$ cat src/rtl/plot_queue_pkg.sv
// Shared paint-datapath types and widths.
// Exports COORD_W, VGA_Y_W, default screen size and pixel_t.
package plot_queue_pkg;

    localparam int COORD_W      = 8;
    localparam int VGA_Y_W      = 7;
    localparam int XMAX_DEF     = 160;
    localparam int YMAX_DEF     = 120;
    localparam int COLOUR_W_DEF = 3;

    typedef struct packed {
        logic [COORD_W-1:0]      x;
        logic [COORD_W-1:0]      y;
        logic [COLOUR_W_DEF-1:0] colour;
    } pixel_t;

endpackage

$ cat src/rtl/plot_queue_if.sv
// Pixel-in / VGA-plot-out bundle of the plot queue.
// master: rasteriser + adapter side; slave: plot_queue.
// Carries drop_count only when PLOT_QUEUE_CLIP_EN is defined.
interface plot_queue_if #(
    parameter int DEPTH    = 16,
    parameter int COLOUR_W = 3
);
    import plot_queue_pkg::*;

    logic                   in_valid;
    logic [COORD_W-1:0]     in_x;
    logic [COORD_W-1:0]     in_y;
    logic [COLOUR_W-1:0]    in_colour;
    logic                   in_ready;
    logic                   plot_en;
    logic [COORD_W-1:0]     vga_x;
    logic [VGA_Y_W-1:0]     vga_y;
    logic [COLOUR_W-1:0]    vga_colour;
    logic                   vga_plot;
    logic                   empty;
    logic [$clog2(DEPTH):0] count;
`ifdef PLOT_QUEUE_CLIP_EN
    logic [7:0]             drop_count;
`endif

    modport master (
        output in_valid, in_x, in_y, in_colour, plot_en,
        input  in_ready, vga_x, vga_y, vga_colour,
        input  vga_plot, empty, count
`ifdef PLOT_QUEUE_CLIP_EN
        , input drop_count
`endif
    );

    modport slave (
        input  in_valid, in_x, in_y, in_colour, plot_en,
        output in_ready, vga_x, vga_y, vga_colour,
        output vga_plot, empty, count
`ifdef PLOT_QUEUE_CLIP_EN
        , output drop_count
`endif
    );

endinterface

$ cat src/rtl/plot_queue_sync_fifo.sv
// Single-clock FIFO, DEPTH a power of two.
// Ports: i_push/i_wdata, i_pop/o_rdata (show-ahead), o_full, o_empty, o_count.
module plot_queue_sync_fifo #(
    parameter int DEPTH = 16,
    parameter int WIDTH = 8
) (
    input  logic                   clk,
    input  logic                   reset,
    input  logic                   i_push,
    input  logic [WIDTH-1:0]       i_wdata,
    input  logic                   i_pop,
    output logic [WIDTH-1:0]       o_rdata,
    output logic                   o_full,
    output logic                   o_empty,
    output logic [$clog2(DEPTH):0] o_count
);
    localparam int            AW       = $clog2(DEPTH);
    localparam logic [AW:0]   FULL_CNT = (AW+1)'(DEPTH);

    logic [WIDTH-1:0] r_mem [DEPTH];
    logic [AW-1:0]    r_wr_ptr;
    logic [AW-1:0]    r_rd_ptr;
    logic [AW:0]      r_count;
    logic             w_push;
    logic             w_pop;

    assign o_full  = (r_count == FULL_CNT);
    assign o_empty = (r_count == '0);
    assign o_count = r_count;
    assign o_rdata = r_mem[r_rd_ptr];

    // A push into a full FIFO is dropped even if a pop frees a slot.
    assign w_push = i_push & ~o_full;
    assign w_pop  = i_pop & ~o_empty;

    always_ff @(posedge clk) begin
        if (w_push) begin
            r_mem[r_wr_ptr] <= i_wdata;
        end
    end

    always_ff @(posedge clk or posedge reset) begin
        if (reset) begin
            r_wr_ptr <= '0;
            r_rd_ptr <= '0;
            r_count  <= '0;
        end else begin
            if (w_push) r_wr_ptr <= r_wr_ptr + AW'(1);
            if (w_pop)  r_rd_ptr <= r_rd_ptr + AW'(1);
            case ({w_push, w_pop})
                2'b10:   r_count <= r_count + (AW+1)'(1);
                2'b01:   r_count <= r_count - (AW+1)'(1);
                default: r_count <= r_count;
            endcase
        end
    end

endmodule

$ cat src/rtl/plot_queue.sv
// Buffers the rasteriser pixel stream and drives the VGA plot port,
// one pixel per cycle while plot_en is high.
// Ports: clk, reset (async, active-high), bus (plot_queue_if.slave).
// Option PLOT_QUEUE_CLIP_EN: drop off-screen pixels, count in drop_count.
module plot_queue
    import plot_queue_pkg::*;
#(
    parameter int DEPTH    = 16,
    parameter int XMAX     = XMAX_DEF,
    parameter int YMAX     = YMAX_DEF,
    parameter int COLOUR_W = COLOUR_W_DEF
) (
    input  logic       clk,
    input  logic       reset,
    plot_queue_if.slave bus
);
    localparam int AW = $clog2(DEPTH);

    // Only the low VGA_Y_W bits of y ever reach the adapter.
    typedef struct packed {
        logic [COORD_W-1:0]  x;
        logic [VGA_Y_W-1:0]  y;
        logic [COLOUR_W-1:0] colour;
    } entry_t;

    entry_t              w_wr;
    entry_t              w_rd;
    logic                w_full;
    logic                w_fempty;
    logic [AW:0]         w_count;
    logic                w_xfer;
    logic                w_clip;
    logic                w_push;
    logic                w_pop;

    logic                r_plot;
    logic [COORD_W-1:0]  r_x;
    logic [VGA_Y_W-1:0]  r_y;
    logic [COLOUR_W-1:0] r_colour;

    assign bus.in_ready = ~w_full;
    assign w_xfer       = bus.in_valid & ~w_full;

`ifdef PLOT_QUEUE_CLIP_EN
    localparam logic [COORD_W:0] XLIM = (COORD_W+1)'(XMAX);
    localparam logic [COORD_W:0] YLIM = (COORD_W+1)'(YMAX);

    logic [7:0] r_drop;

    // Clipped pixels still complete the handshake.
    assign w_clip = ({1'b0, bus.in_x} >= XLIM)
                  | ({1'b0, bus.in_y} >= YLIM);

    always_ff @(posedge clk or posedge reset) begin
        if (reset) begin
            r_drop <= '0;
        end else if (w_xfer && w_clip && r_drop != 8'hFF) begin
            r_drop <= r_drop + 8'd1;
        end
    end

    assign bus.drop_count = r_drop;
`else
    logic w_unused;

    assign w_clip   = 1'b0;
    assign w_unused = ^{bus.in_y[COORD_W-1], XMAX[0], YMAX[0]};
`endif

    assign w_push = w_xfer & ~w_clip;
    assign w_pop  = ~w_fempty & bus.plot_en;

    always_comb begin
        w_wr        = '0;
        w_wr.x      = bus.in_x;
        w_wr.y      = bus.in_y[VGA_Y_W-1:0];
        w_wr.colour = bus.in_colour;
    end

    plot_queue_sync_fifo #(
        .DEPTH (DEPTH),
        .WIDTH ($bits(entry_t))
    ) u_fifo (
        .clk     (clk),
        .reset   (reset),
        .i_push  (w_push),
        .i_wdata (w_wr),
        .i_pop   (w_pop),
        .o_rdata (w_rd),
        .o_full  (w_full),
        .o_empty (w_fempty),
        .o_count (w_count)
    );

    // Output registers hold the last pixel between strobes.
    always_ff @(posedge clk or posedge reset) begin
        if (reset) begin
            r_plot   <= 1'b0;
            r_x      <= '0;
            r_y      <= '0;
            r_colour <= '0;
        end else begin
            r_plot <= w_pop;
            if (w_pop) begin
                r_x      <= w_rd.x;
                r_y      <= w_rd.y;
                r_colour <= w_rd.colour;
            end
        end
    end

    assign bus.vga_plot   = r_plot;
    assign bus.vga_x      = r_x;
    assign bus.vga_y      = r_y;
    assign bus.vga_colour = r_colour;
    assign bus.count      = w_count;
    assign bus.empty      = w_fempty & ~r_plot;

endmodule

$ cat src/flat_wrapper.sv
// flat-port wrapper written by rule: the top's interface ports become plain ports
module plot_queue_flat import plot_queue_pkg::*;
#(
    parameter int DEPTH    = 16,
    parameter int XMAX     = XMAX_DEF,
    parameter int YMAX     = YMAX_DEF,
    parameter int COLOUR_W = COLOUR_W_DEF
)
  (clk, reset, bus_in_valid, bus_in_x, bus_in_y, bus_in_colour, bus_plot_en, bus_in_ready, bus_vga_x, bus_vga_y, bus_vga_colour, bus_vga_plot, bus_empty, bus_count);
  plot_queue_if #(.DEPTH(DEPTH), .COLOUR_W(COLOUR_W)) bus_i ();
  input  logic clk;
  input  logic reset;
  input wire logic [$bits(bus_i.in_valid)-1:0] bus_in_valid;
  input wire logic [$bits(bus_i.in_x)-1:0] bus_in_x;
  input wire logic [$bits(bus_i.in_y)-1:0] bus_in_y;
  input wire logic [$bits(bus_i.in_colour)-1:0] bus_in_colour;
  input wire logic [$bits(bus_i.plot_en)-1:0] bus_plot_en;
  output wire logic [$bits(bus_i.in_ready)-1:0] bus_in_ready;
  output wire logic [$bits(bus_i.vga_x)-1:0] bus_vga_x;
  output wire logic [$bits(bus_i.vga_y)-1:0] bus_vga_y;
  output wire logic [$bits(bus_i.vga_colour)-1:0] bus_vga_colour;
  output wire logic [$bits(bus_i.vga_plot)-1:0] bus_vga_plot;
  output wire logic [$bits(bus_i.empty)-1:0] bus_empty;
  output wire logic [$bits(bus_i.count)-1:0] bus_count;
  assign bus_i.in_valid = bus_in_valid;
  assign bus_i.in_x = bus_in_x;
  assign bus_i.in_y = bus_in_y;
  assign bus_i.in_colour = bus_in_colour;
  assign bus_i.plot_en = bus_plot_en;
  assign bus_in_ready = bus_i.in_ready;
  assign bus_vga_x = bus_i.vga_x;
  assign bus_vga_y = bus_i.vga_y;
  assign bus_vga_colour = bus_i.vga_colour;
  assign bus_vga_plot = bus_i.vga_plot;
  assign bus_empty = bus_i.empty;
  assign bus_count = bus_i.count;
  plot_queue #(.DEPTH(DEPTH), .XMAX(XMAX), .YMAX(YMAX), .COLOUR_W(COLOUR_W)) u_core (.clk(clk), .reset(reset), .bus(bus_i));
endmodule
$ cat config.mk
export PLATFORM = sky130hd
export DESIGN_NAME = plot_queue_flat
export DESIGN_NICKNAME = d
export VERILOG_FILES = /design/src/rtl/plot_queue_pkg.sv /design/src/rtl/plot_queue_if.sv /design/src/rtl/plot_queue_sync_fifo.sv /design/src/rtl/plot_queue.sv /design/src/flat_wrapper.sv
export SDC_FILE = /design/constraint.sdc
export NUM_CORES = 1
export LEC_CHECK = 0
export BUFFER_PORTS_ARGS = -buffer_cell sky130_fd_sc_hd__buf_4
export CAP_MARGIN = 20
export CORE_MARGIN = 1.5
export CORE_UTILIZATION = 55
export CTS_CLUSTER_DIAMETER = 200
export DETAILED_ROUTE_END_ITERATION = 6
export GPL_ROUTABILITY_DRIVEN = 0
export PLACE_DENSITY = 0.72
export SETUP_SLACK_MARGIN = 0.1
export SLEW_MARGIN = 20
export SYNTH_ARGS = -nofsm -noshare
export SYNTH_HDL_FRONTEND = slang
export SYNTH_HIERARCHICAL = 1
export SYNTH_SLANG_ARGS = --single-unit
$ cat constraint.sdc
create_clock -name clk -period 6.48 [get_ports clk]
set_input_delay 0.648 -clock clk [delete_from_list [all_inputs] [get_ports clk]]
set_output_delay 0.648 -clock clk [all_outputs]
set_load 0.02 [all_outputs]
==> results.py, run 1 <==
metrics = {
    "global_routing": {
        "antenna_found_initial": 0,
        "use_met1_pct": 30.5,
        "use_met3_pct": 3.67,
        "grt_max_degree": 42,
        "grt.total_usage_pct": 21.8,
        "grt_pass1_vias": 6604,
        "use_met2_pct": 36.6,
        "overflow": 0,
        "grt.busiest_layer": "met2",
        "grt_pass1_wl_um": 38700,
    },
    "route": {
        "drtIter0Drc": 450,
        "via_count": 6383,
        "post_drt_wl_per_cell_um": 24.3,
        "first_pass_iters": 5,
        "ant_nets": 0,
        "vias_per_cell": 6.19,
        "drcViolationCount": 0,
        "wl_um": 25100,
    },
    "timing": {
        "finalCritPeriodShare_pct": 54.6,
        "tns_ns": 0,
        "layout_min_cycle_time_ns": 3.54,
        "slew-limit-headroom_pct": 29.7,
        "drv_slew": 0,
        "setup_slack_ns": 2.94,
        "max_freq_mhz": 283,
        "fin_skew_ns": 0.0106,
        "worstMarginPinSlew_ns": 1.05,
        "hold_viol_final": 0,
        "rsz0062_at_grt": "no",
        "setup_viol": 0,
    },
    "clock_network": {
        "clock_latency_ns": 0.56,
        "clockBufferDepth": 3,
        "cts_buffers": 31,
        "post_cts_resized": 0,
        "cts.sinks": 320,
        "cts_root_buf": "clkbuf_16",
        "post-cts-setup-buffer-count": 0,
        "cts_tree": "done",
        "h-tree-depth": 1,
        "path_clk_slew_ns": 0.06,
        "hold_buffers": 0,
    },
    "placement": {
        "post-dp-hpwl_um": 14100,
        "port-buffer-count": 47,
        "dpl_worst_slack_ns": 2.97,
    },
    "yosys": {
        "ys.flop_type": "edfxtp_1",
        "synth-edff-count": 288,
        "ys_ff_latch": 320,
        "synth_fp_nets": 688,
        "synth_async_sr_flop_share_pct": 10.0,
        "ys_warn_count": 6,
        "syn_area_um2": 12600,
        "seq_area_frac_synth_pct": 74.9,
        "syn_avg_cell_area_um2": 19.3,
        "synthCells": 655,
        "synth_cell_types": 37,
    },
    "final_layout": {
        "syn_to_final_growth_pct": 14.0,
        "final_cell_mix": "288 x edfxtp_1, 73 x mux2i_1, 70 x buf_4",
        "diodes": 0,
        "fillers": 1505,
        "final_common_cell": "edfxtp_1",
        "fin_nets": 755,
        "drive_gt1_share_pct": 26.2,
    },
    "worst_setup_path": {
        "endpoint_kind": "register",
        "crit_path_start_kind": "register",
        "crit_type": "reg -> reg",
        "r2r.worst_path.cells": 13,
        "r2r_slack_ns": 2.94,
        "reg2reg_from": "u_core/u_fifo/o_count[0]",
        "crit_arrival_ns": 3.97,
        "r2r_end": "u_core/u_fifo/o_count[4]",
        "critPathRequiredTime_ns": 6.91,
        "cp_max_fo": 20,
    },
    "die": {
        "std_cell_rows": 55,
        "ios": 49,
        "initial_core_util_pct": 55.9,
        "die_area_um2": 23800,
        "dieHeight_um": 154,
        "die_w_um": 154,
        "core_um2": 22600,
    },
    "run": {
        "drv_cap": 0,
    },
    "power_and_ir_drop": {
        "p_leak_nw": 5.06,
        "power.density_nw_per_um2": 452,
        "peakVddDrop_mv": 0.316,
    },
    "hold_path": {
        "holdCritPathClass": "in -> async",
    },
    "run_status": {
        "status": "completed",
    },
}
worst max path at each step:
stage                                     to  cells past startpoint                      from  slack [ns]
finish              u_core/u_fifo/o_count[4]                     13  u_core/u_fifo/o_count[0]        2.94
global route        u_core/u_fifo/o_count[4]                     13  u_core/u_fifo/o_count[0]        2.70
CTS                 u_core/u_fifo/o_count[4]                     13  u_core/u_fifo/o_count[0]        2.95
detailed placement  u_core/u_fifo/o_count[4]                     13  u_core/u_fifo/o_count[0]        2.97
global placement    u_core/u_fifo/o_count[4]                     12               bus_plot_en        3.11
floorplan           u_core/u_fifo/o_count[4]                     14  u_core/u_fifo/o_count[0]        3.45
final cells by class:
cell class	instances	area, um2	share of cell area (%)
Sequential cell	320	9450	65.8
Multi-Input combinational cell	287	2940	20.4
Clock buffer	44	915	6.36
Timing Repair Buffer	70	526	3.66
Tap cell	285	357	2.48
Clock inverter	14	144	1.00
Inverter	12	45.0	0.313
flip-flops by register name, summed over array words and instances, names as in the netlist:
signal                  flops
u_core/bus.vga_x            8
u_core/u_fifo/r_wr_ptr      4
u_core/u_fifo/o_count       5
u_core/bus.vga_y            7
u_core/u_fifo/r_mem       288
u_core/bus.vga_colour       3
u_core/bus.vga_plot         1
u_core/u_fifo/r_rd_ptr      4
cell families after synthesis:
family	after synthesis	share of synthesized area, %
flops	320	74.9
mux	128	14.2
compound gates	79	4.58
simple gates	60	2.22
buf+inv	48	2.33
xor+xnor	10	0.695
fa+ha+maj	10	1.05
per-layer routing:
layer | share of wire [%] | vias up
met4 | 1.4 | 0
met3 | 6.3 | 30
met5 | 0 | -
li1 | - | 2776
met1 | 42 | 3367
met2 | 50 | 210
Yosys cell counts (7+ instances only):
| master | number | area, um2 |
|---|---|---|
| edfxtp_1 | 288 | 8650 |
| mux2i_1 | 73 | 731 |
| a221oi_1 | 36 | 315 |
| mux4_2 | 36 | 811 |
| dfrtp_1 | 32 | 801 |
| nand2_1 | 27 | 101 |
| o21ai_0 | 20 | 100 |
| a22oi_1 | 18 | 135 |
| buf_2 | 12 | 60.1 |
| nor2_1 | 12 | 45.0 |
| inv_1 | 11 | 41.3 |
| buf_6 | 9 | 101 |
| ha_1 | 9 | 113 |
| mux2_2 | 9 | 101 |
| mux2_4 | 9 | 135 |
| clkbuf_1 | 7 | 26.3 |
| xnor2_1 | 7 | 61.3 |
through the flow:
stage	total power, W	util (%)	cells	hold WS (ns)	instance area [um2]
final	0.00650	63.7	1032	0.150	14400
after global routing	0.00678	63.7	1032	0.173	14400
after CTS	0.00654	63.7	1032	0.164	14400
after detailed placement	0.00472	59.0	974	0.501	13300
after global placement	0.00464	58.9	974	0.495	13300
after floorplan	0.00416	-	655	0.525	12600
worst max-delay path: stages (launching register included):
cell and delay, ns:
dfrtp_1 0.46, nor4_2 0.09, and2b_1 0.22, nor2b_2 0.12, buf_4 0.39, nor2b_1 0.41, ha_1 0.33, inv_1 0.12
fa_1 0.42, nor2b_1 0.15, o21ai_1 0.10, nand3_1 0.09, or3b_1 0.37, xnor2_1 0.14
where the power goes:
| part | switching, W | internal [W] | total [W] |
|---|---|---|---|
| Combinational | 0.00106 | 0.000850 | 0.00191 |
| Clock | 0.000720 | 0.00109 | 0.00181 |
| Sequential | 0.000229 | 0.00254 | 0.00277 |
No activity file was read; power rests on OpenSTA's default activity.
==> run 2: changes to the inputs <==
Settings changed: ABC_AREA from default to 1.
Clock period 6.48 ns to 3.4 ns, I/O delays scaled along.
==> run 2 against run 1 <==
Sequential cell count stayed put. Sequential power is 81% higher. Worst setup slack worse by 2.1 ns. Critical path type unchanged. Via count is 44% higher. Synthesized cell count is 100% higher. Critical endpoint unchanged. Power is 100% higher. Global-route usage is 2.7 points higher. Largest power group unchanged. Area after synthesis is 8.6% higher. Maximum frequency is 36% higher. Count of clock-buffer cells in the layout is 6 higher.
==> results.py, run 2 <==
metrics = {
    "worst_setup_path": {
        "crit_slowest_cell": "dfrtp_1",
        "critPathRequiredTime_ns": 3.79,
        "cp_max_fo": 19,
        "cpMostUsedCell": "nand2_1",
        "reg2reg_from": "u_core/u_fifo/o_count[0]",
        "path_delay_family": "simple AND/OR/NAND/NOR gates",
        "path_cells": "nor2_1 > nand4_1 > inv_1 > inv_2 > nand2_8 > inv_1 > nand2_1 > inv_1 > ha_1 > ha_1 > or2_2 > nand3_1 > nand2_1 > nand2_1 > nand2_1",
        "r2r_slack_ns": 0.81,
        "crit_type": "reg -> reg",
        "r2r.worst_path.cells": 15,
        "crit_buf_inv": 4,
        "critical_path_cell_count": 15,
        "endpoint_kind": "register",
        "crit_start": "u_core/u_fifo/o_count[0]",
        "r2r_end": "u_core/u_fifo/o_count[4]",
        "crit_path_start_kind": "register",
        "slowest_delay_ns": 0.43,
        "crit_arrival_ns": 2.99,
    },
    "route": {
        "drcViolationCount": 0,
        "via_count": 9175,
        "drtIter0Drc": 1024,
        "wl_um": 31000,
        "route.met3.wl_um": 2290,
        "ant_nets": 0,
        "routed.top_layer": "met4",
        "wl_met2_um": 14500,
        "vias_per_cell": 5.29,
        "first_pass_iters": 5,
        "post_drt_wl_per_cell_um": 17.9,
        "wl_met1_um": 13600,
    },
    "hold_path": {
        "hold_depth": 1,
        "hold_end": "u_core/u_fifo/r_mem[15][9]",
        "holdCritPathClass": "in -> reg",
        "worstHoldStart": "bus_in_y[6]",
    },
    "final_layout": {
        "diodes": 0,
        "final_core_util_pct": 63.4,
        "final_common_cell": "nand2_1",
        "final_cell_mix": "526 x nand2_1, 288 x edfxtp_1, 132 x inv_1",
        "stdcell_area_um2": 15500,
        "syn_to_final_growth_pct": 12.8,
        "drive_gt1_share_pct": 10.1,
        "fin_nets": 1418,
        "top_register": "u_core/u_fifo/r_mem",
        "largest_reg_flops": 288,
        "stdcell_count": 1734,
    },
    "yosys": {
        "seq_area_frac_synth_pct": 69.0,
        "synth.most_common_cell": "nand2_1",
        "synthCells": 1330,
        "synthTopCellsByArea": "edfxtp_1 63%, nand2_1 14%, dfrtp_1 5.8%",
        "synth_top_area_cell": "edfxtp_1",
        "synthDominantCellAreaShare_pct": 63.1,
        "ys.flop_type": "edfxtp_1",
        "syn_avg_cell_area_um2": 10.3,
        "synth_cell_types": 26,
        "ys_ff_latch": 320,
        "synthTopCellsByCount": "526 x nand2_1, 288 x edfxtp_1, 132 x inv_1",
        "synth-edff-count": 288,
        "synth_fp_nets": 1363,
        "ys_warn_count": 6,
        "synth_async_sr_flop_share_pct": 10.0,
        "syn_area_um2": 13700,
    },
    "global_routing": {
        "overflow": 0,
        "grt_pass1_wl_um": 48400,
        "grt_max_degree": 182,
        "antenna_found_initial": 0,
        "grt.total_usage_pct": 24.5,
        "grt_pass1_vias": 8894,
    },
    "timing": {
        "fin_skew_ns": 0.0146,
        "rsz0062_at_grt": "no",
        "drv_slew": 0,
        "tns_ns": 0,
        "layout_min_cycle_time_ns": 2.59,
        "slew-limit-headroom_pct": 44.5,
        "hold_viol_final": 0,
        "setup_slack_ns": 0.805,
        "setup_viol": 0,
        "worstMarginPinSlew_ns": 0.831,
        "max_freq_mhz": 385,
        "finalCritPeriodShare_pct": 76.3,
    },
    "power_and_ir_drop": {
        "peakVddDrop_mv": 0.656,
        "power.density_nw_per_um2": 842,
        "p_leak_nw": 6.59,
    },
    "clock_network": {
        "cts_tree": "done",
        "path_clk_slew_ns": 0.06,
        "h-tree-depth": 2,
        "post-cts-setup-buffer-count": 0,
        "clock_latency_ns": 0.51,
        "cts_root_buf": "clkbuf_16",
        "clockBufferDepth": 3,
        "cts_buffers": 35,
        "cts.sinks": 320,
    },
    "die": {
        "initial_core_util_pct": 56.2,
        "core_um2": 24400,
        "die_w_um": 161,
        "std_cell_rows": 57,
        "dieHeight_um": 161,
        "die_area_um2": 25900,
        "ios": 49,
    },
    "placement": {
        "placed_cell_area_um2": 14400,
        "port-buffer-count": 47,
        "post-dp-hpwl_um": 18900,
        "dp.cells": 1671,
        "dpl_worst_slack_ns": 0.814,
    },
    "run_status": {
        "status": "completed",
    },
    "run": {
        "drv_cap": 0,
    },
}
[run 2: how the worst max path moves through the flow]
stage | to | slack [ns]
final | u_core/u_fifo/o_count[4] | 0.81
after detailed placement | u_core/u_fifo/o_count[4] | 0.81
after global placement | u_core/u_fifo/o_count[4] | 0.86
after CTS | u_core/u_fifo/o_count[4] | 0.80
after floorplan | u_core/u_fifo/r_mem[3][0] | 0.68
after global routing | u_core/u_fifo/o_count[4] | 0.55
[run 2: stage by stage]
step	hold slack (ns)	power, W
3_3_place_gp	0.445	0.00941
5_1_grt	0.169	0.0137
3_5_place_dp	0.440	0.00953
4_1_cts	0.148	0.0130
6_report	0.154	0.0130
2_1_floorplan	0.217	0.00804
[run 2: worst register-to-register path: stages, from the launching register on]
cell,delay (ns)
dfrtp_1,0.43
nor2_1,0.16
nand4_1,0.12
inv_1,0.09
inv_2,0.06
nand2_8,0.12
inv_1,0.08
nand2_1,0.18
inv_1,0.11
ha_1,0.27
ha_1,0.33
or2_2,0.30
nand3_1,0.09
nand2_1,0.05
nand2_1,0.05
nand2_1,0.05
[run 2: cell families after synthesis]
group	synth area share, %
AND/OR/NAND/NOR	23.2
buffers and inverters	6.19
adder cells (fa/ha/maj)	0.968
XOR/XNOR	0.448
AO/OA/AOI/OAI	0.183
flip-flops	69.0
[run 2: final cells by class]
cell class | instances | area (um2)
sequential | 320 | 9450
fill | 1912 | 8940
multi-input combinational | 816 | 3450
clock buffer | 50 | 975
timing repair buffer | 74 | 571
inverter | 138 | 519
tap | 324 | 405
clock inverter | 12 | 82.6
[run 2: where the power goes]
group | internal (W) | switching (W) | leakage [nW]
Clock | 0.00207 | 0.00143 | 0.517
Sequential | 0.00481 | 0.000211 | 2.99
Combinational | 0.00129 | 0.00321 | 3.08
Total | 0.00816 | 0.00485 | 6.59
[run 2: routing by layer]
layer | vias to the layer above | GRT usage (%)
met3 | 52 | 4.21
met5 | - | 0
met2 | 335 | 39.0
met1 | 4395 | 35.1
li1 | 4393 | -
met4 | 0 | 7.32
[run 2: what timing repair did]
item                      CTS  global route
hold buffers                1             0
hold endpoints to repair   32             0
gates resized for setup     0             0
